`config.mk`:
```
export PLATFORM = sky130hd
export DESIGN_NAME = mux_4to1
export DESIGN_NICKNAME = d
export VERILOG_FILES = /design/src/rtl/mux_4to1_pkg.sv /design/src/rtl/mux_4to1.sv
export SDC_FILE = /design/constraint.sdc
export NUM_CORES = 1
export LEC_CHECK = 0
export ABC_AREA = 1
export BUFFER_PORTS_ARGS = -buffer_cell sky130_fd_sc_hd__buf_2
export CORE_MARGIN = 2
export CORE_UTILIZATION = 44
export DETAILED_ROUTE_END_ITERATION = 7
export PLACE_DENSITY = 0.92
export SYNTH_ARGS = -nofsm -noshare
export SYNTH_HDL_FRONTEND = slang
export SYNTH_SLANG_ARGS = --single-unit
```
`constraint.sdc`:
```
create_clock -name clk -period 2 [get_ports clk]
set_input_delay 0.3 -clock clk [delete_from_list [all_inputs] [get_ports clk]]
set_output_delay 0.3 -clock clk [all_outputs]
set_load 0.1 [all_outputs]
```
`src/rtl/mux_4to1_pkg.sv`:
```
// Shared CPU datapath definitions: word width and named select codes
// for the 4-input datapath selector.
package mux_4to1_pkg;

  localparam int WORD_WIDTH = 16;

  localparam logic [1:0] SEL_A = 2'd0;
  localparam logic [1:0] SEL_B = 2'd1;
  localparam logic [1:0] SEL_C = 2'd2;
  localparam logic [1:0] SEL_D = 2'd3;

endpackage : mux_4to1_pkg

```
`src/rtl/mux_4to1.sv`:
```
// 4-input datapath selector. It has two outputs:
//   - out: zero-latency combinational output, for use within the same cycle.
//   - out_q: registered copy, for pipeline-stage boundaries. It comes with a
//     valid flag, the captured select, and a select-change pulse.
module mux_4to1
  import mux_4to1_pkg::*;
#(
  parameter int WIDTH = WORD_WIDTH
) (
  input  logic             clk,
  input  logic             rst,
  input  logic             en,
  input  logic [1:0]       control,
  input  logic [WIDTH-1:0] a,
  input  logic [WIDTH-1:0] b,
  input  logic [WIDTH-1:0] c,
  input  logic [WIDTH-1:0] d,
  output logic [WIDTH-1:0] out,
  output logic [WIDTH-1:0] out_q,
  output logic             out_valid,
  output logic [1:0]       sel_q,
  output logic             sel_changed
);

  // Combinational select of one data input by control.
  always_comb begin
    // NOTE: every path assigns out. The default arm covers an X/Z control,
    // so no latch is inferred, and the X propagates in simulation.
    case (control)
      SEL_A:   out = a;
      SEL_B:   out = b;
      SEL_C:   out = c;
      SEL_D:   out = d;
      default: out = 'x;
    endcase
  end

  // Output register. Reset has priority, then capture on en.
  // When en is low the register holds; the change pulse lasts one cycle only.
  always_ff @(posedge clk) begin
    // NOTE: sequential state uses non-blocking assignments. sel_changed
    // therefore compares control with the sel_q and out_valid values from
    // before this edge.
    if (rst) begin
      out_q       <= '0;
      sel_q       <= SEL_A;
      out_valid   <= 1'b0;
      sel_changed <= 1'b0;
    end else if (en) begin
      out_q       <= out;
      sel_q       <= control;
      out_valid   <= 1'b1;
      sel_changed <= out_valid && (control != sel_q);
    end else begin
      sel_changed <= 1'b0;
    end
  end

endmodule : mux_4to1

```
---- Yosys cells after proc, flatten, opt, wreduce, memory -nomap -nowiden ----
Index checks and enable logic that the tools add are counted.
word-level totals
  register bits ........................... 20
  bits in latches ......................... 0
  memory bits (writable) .................. 0
  bits in read-only memories .............. 0
  input bits .............................. 69
  output and inout port bits .............. 36
  logic and storage cells ................. 13
  memories kept ........................... 0
operators by class
  $add $sub $neg .......................... 0
  multiply operators ...................... 0
  divide/modulo/power cells ............... 0
  $lt $le $gt $ge ......................... 0
  eq/ne operators ......................... 4
  shift-type cells ........................ 0
  mux-type cells .......................... 1
  bitwise logic cells ..................... 1
  reduce and logical (&&, ||, !) cells .... 3
operators with widths
  cell                  count
  $pmux W16 S4          1
  $eq A2 B2 Y1 const B  2
  $eq A2 B1 Y1 const B  1
  $logic_not A2 Y1      1
  $ne A2 B2 Y1          1
  $reduce_or A2 Y1      1
  $logic_and A1 B1 Y1   1
  $not A1 Y1            1

---- Longest topological paths before layout ----
  word-level depth ........................ 2
  depth in mapped cells ................... 9

---- Worst setup path after synthesis ----
OpenSTA, ideal clock, no wires.
  kind .................................... input to output
  start ................................... input port control[1]
  end ..................................... output port out[0]
  arrival time ............................ 1.496 ns
  data required time ...................... 1.700 ns
  path slack .............................. 0.204 ns
  cell stages on the path ................. 7
  cells stage by stage .................... buf_4 inv_2 nand2_4 buf_6 nor2_2 nor2_2 nand2_1
between the ends
  cells in the longest elaborated chain, start to end .. 2
RTL lines
  element                                     line            source
  start: declaration                          mux_4to1.sv:13  input logic [1:0] control,
  $eq A2 B2 Y1, or another cell as far along  mux_4to1.sv:29  case (control)
  $pmux W16 S4 (*)                            mux_4to1.sv:29
  end: declaration                            mux_4to1.sv:18  output logic [WIDTH-1:0] out,
Every way passes the cells marked *; elsewhere a longest branch is shown, timed or not.

---- Worst setup path in the final report ----
  start ................................... input port control[0]
  end ..................................... output port out[5]
The elaborated chain is that of the path after synthesis.

==> impl_metrics.tcl <==
set metrics [dict create \
    status "finished clean" \
    timing.final.ws_setup_ns 0.262 \
    period_needed_ns 1.74 \
    cts_tree "built" \
    grtUsageTotal_pct 26.0 \
    layout.cells.non_filler 399 \
    layout_commonest_cell "buf_2" \
    core_area_sq_um 3280 \
    die_h_microns 62.1 \
    grtUsageMet1_pct 25.5 \
    start_util_pct 45.2 \
    syn_inst 259 \
    path_class "in -> out" \
    ir_worst_vdd_v 0.000426 \
    hold_path.class "in -> reg" \
    clockBufferDepth 2 \
    yosysTopAreaCellShare_pct 27.0 \
    grt_max_degree 39 \
    cts_post_setup_buffers_inserted 0 \
    yosys_warnings 0 \
    met3_usage_pct 7.87 \
    stdcell_area_sq_um 2240 \
    wl_microns 4860 \
    cts_buffers 3 \
    n_fill_cell 296 \
    max-cap-violations 0 \
    post-place-ws_ns 0.273 \
    first_iter_violations 164 \
    worstPathCellList "buf_2, nor2_4, nand2_1, nand2_1, buf_12" \
    die_w_microns 62.1 \
    endpoint_kind "output port" \
    synth_area_sq_um 1480 \
    clk_latency_ns 0.29 \
    layout.nets 424 \
    drcViolationCount 0 \
    cp_slowest_cell "nor2_4" \
    hold_buffers 0 \
    cp.required_ns 1.70 \
    critPathArrivalTime_ns 1.44 \
    cts-resized-gates 0 \
    dpl.hpwl_microns 3930 \
    busiest_layer "met2" \
    synth_cell_type_count 19 \
    cts-root-buf "clkbuf_4" \
    ys_seq_elements 20 \
    timing.fmax_mhz 575 \
    insertedDiodeCount 0 \
    skew_ns 0.00207 \
    p_leak_nw 1.37 \
    crit_fanout 19 \
    antenna_found_initial 0 \
    ant_nets 0 \
    dp.cells 396 \
    total_power_mw 1.57 \
    worst_path_most_repeated_cell "nand2_1" \
    report.final.slew_viol_count 0 \
    synth_nets 328 \
    maxSlewHeadroom_pct 55.4 \
    critPathBufInv 2 \
    port_buffers 104 \
    drt-wirelength-per-cell_microns 12.2 \
    drive_above_1_share_pct 37.7 \
    startpoint_type "input pin" \
    fin_crit_sh_pct 86.9 \
    use_met2_pct 51.8 \
    synth_top_area_cell "dfxtp_1" \
    holdWs_ns 0.321 \
    powerDensity_nw_per_um2 699 \
    htree_num_levels 1 \
    rsz0062_at_grt "no" \
    ioPinCount 105 \
    clk_pin_slew_ns 0.10 \
    postPlaceCellArea_sq_um 2220 \
    grt_pass1_wl_microns 7230 \
    cts_sinks 20 \
    avgSynthCellArea_sq_um 5.73 \
    synthTopCellsByArea "dfxtp_1 27%, nand3_1 17%, nand2_1 16%, nor2_1 12%, nor2_2 8.4%" \
    std_cell_rows 21 \
    cp_top_family "simple AND/OR/NAND/NOR gates" \
    setup_viol 0 \
    tightest_slew_ns 0.670 \
    fin_tns_setup_ns 0 \
    grt_pass1_vias 1772 \
    vias 1931 \
    gp_congestion 0.799 \
    final_util_pct 68.2 \
    finalHoldViolations 0 \
    cp_slowest_stage_delay_ns 0.39 \
    first_pass_iters 5 \
    dieArea_sq_um 3850 \
    seq_area_frac_synth_pct 27.0 \
    grt-ovfl-total 0 \
    syn_to_final_growth_pct 51.0 \
    final_cell_mix "88 x buf_2, 65 x nand2_1, 49 x nand3_1, 46 x nor2_1, 33 x inv_1" \
    via_per_inst 4.84 \
]
==> cell families (layout without fill, tap and decap cells) <==
| family | count (synthesis) | in the layout | synth area share [%] |
|---|---|---|---|
| buf+inv | 50 | 144 | 15.7 |
| xor+xnor | 1 | 1 | 0.590 |
| flops | 20 | 20 | 27.0 |
| simple gates | 183 | 183 | 55.0 |
| compound gates | 5 | 5 | 1.77 |
==> worst paths after layout <==
check                      to  cells past startpoint        from  slack, ns
hold reg to reg   sel_changed                      2   out_valid       0.49
setup / recovery       out[5]                      5  control[0]       0.26
hold / removal       out_q[6]                      5        a[6]       0.32
setup reg to reg  sel_changed                      2    sel_q[0]       1.23
==> cell usage after synthesis, drive strengths merged <==
master / instances
nor2: 67
clkbuf: 2
a21oi: 2
xnor2: 1
buf: 13
a31oi: 1
o21ai: 2
inv: 35
nand3: 49
or2: 1
dfxtp: 20
nand2: 66
==> flip-flops by register name, indices dropped and copies added, names as in the netlist <==
| signal | flops |
|---|---|
| sel_q | 2 |
| sel_changed | 1 |
| out_valid | 1 |
| out_q | 16 |
==> area by class of cell <==
cell class                      instances  area [sq um]  share of cell area [%]
Clock buffer                            3          22.5                    1.01
Inverter                               35           134                    5.97
Multi-Input combinational cell        189           851                    38.0
Sequential cell                        20           400                    17.9
Tap cell                               46          57.6                    2.57
Timing Repair Buffer                  106           776                    34.6
==> tightest hold or removal path, delay by kind of cell <==
kind / cells / cell delay, ns
buf+inv: 2 / 0.12
simple gates: 3 / 0.18
==> report_power, final <==
part | total (mW) | leakage (nW) | internal, mW | switching (mW)
registers | 0.443 | 0.166 | 0.428 | 0.0150
clock network | 0.182 | 0.0138 | 0.0701 | 0.112
logic | 0.942 | 1.19 | 0.263 | 0.679
==> routing by layer <==
| metal | share of wire [%] | routed length, microns |
|---|---|---|
| met2 | 51 | 2490 |
| met4 | 1.2 | 59 |
| met3 | 10 | 485 |
| met5 | 0 | 0 |
| met1 | 38 | 1820 |
(Power assumes the default switching activity.)
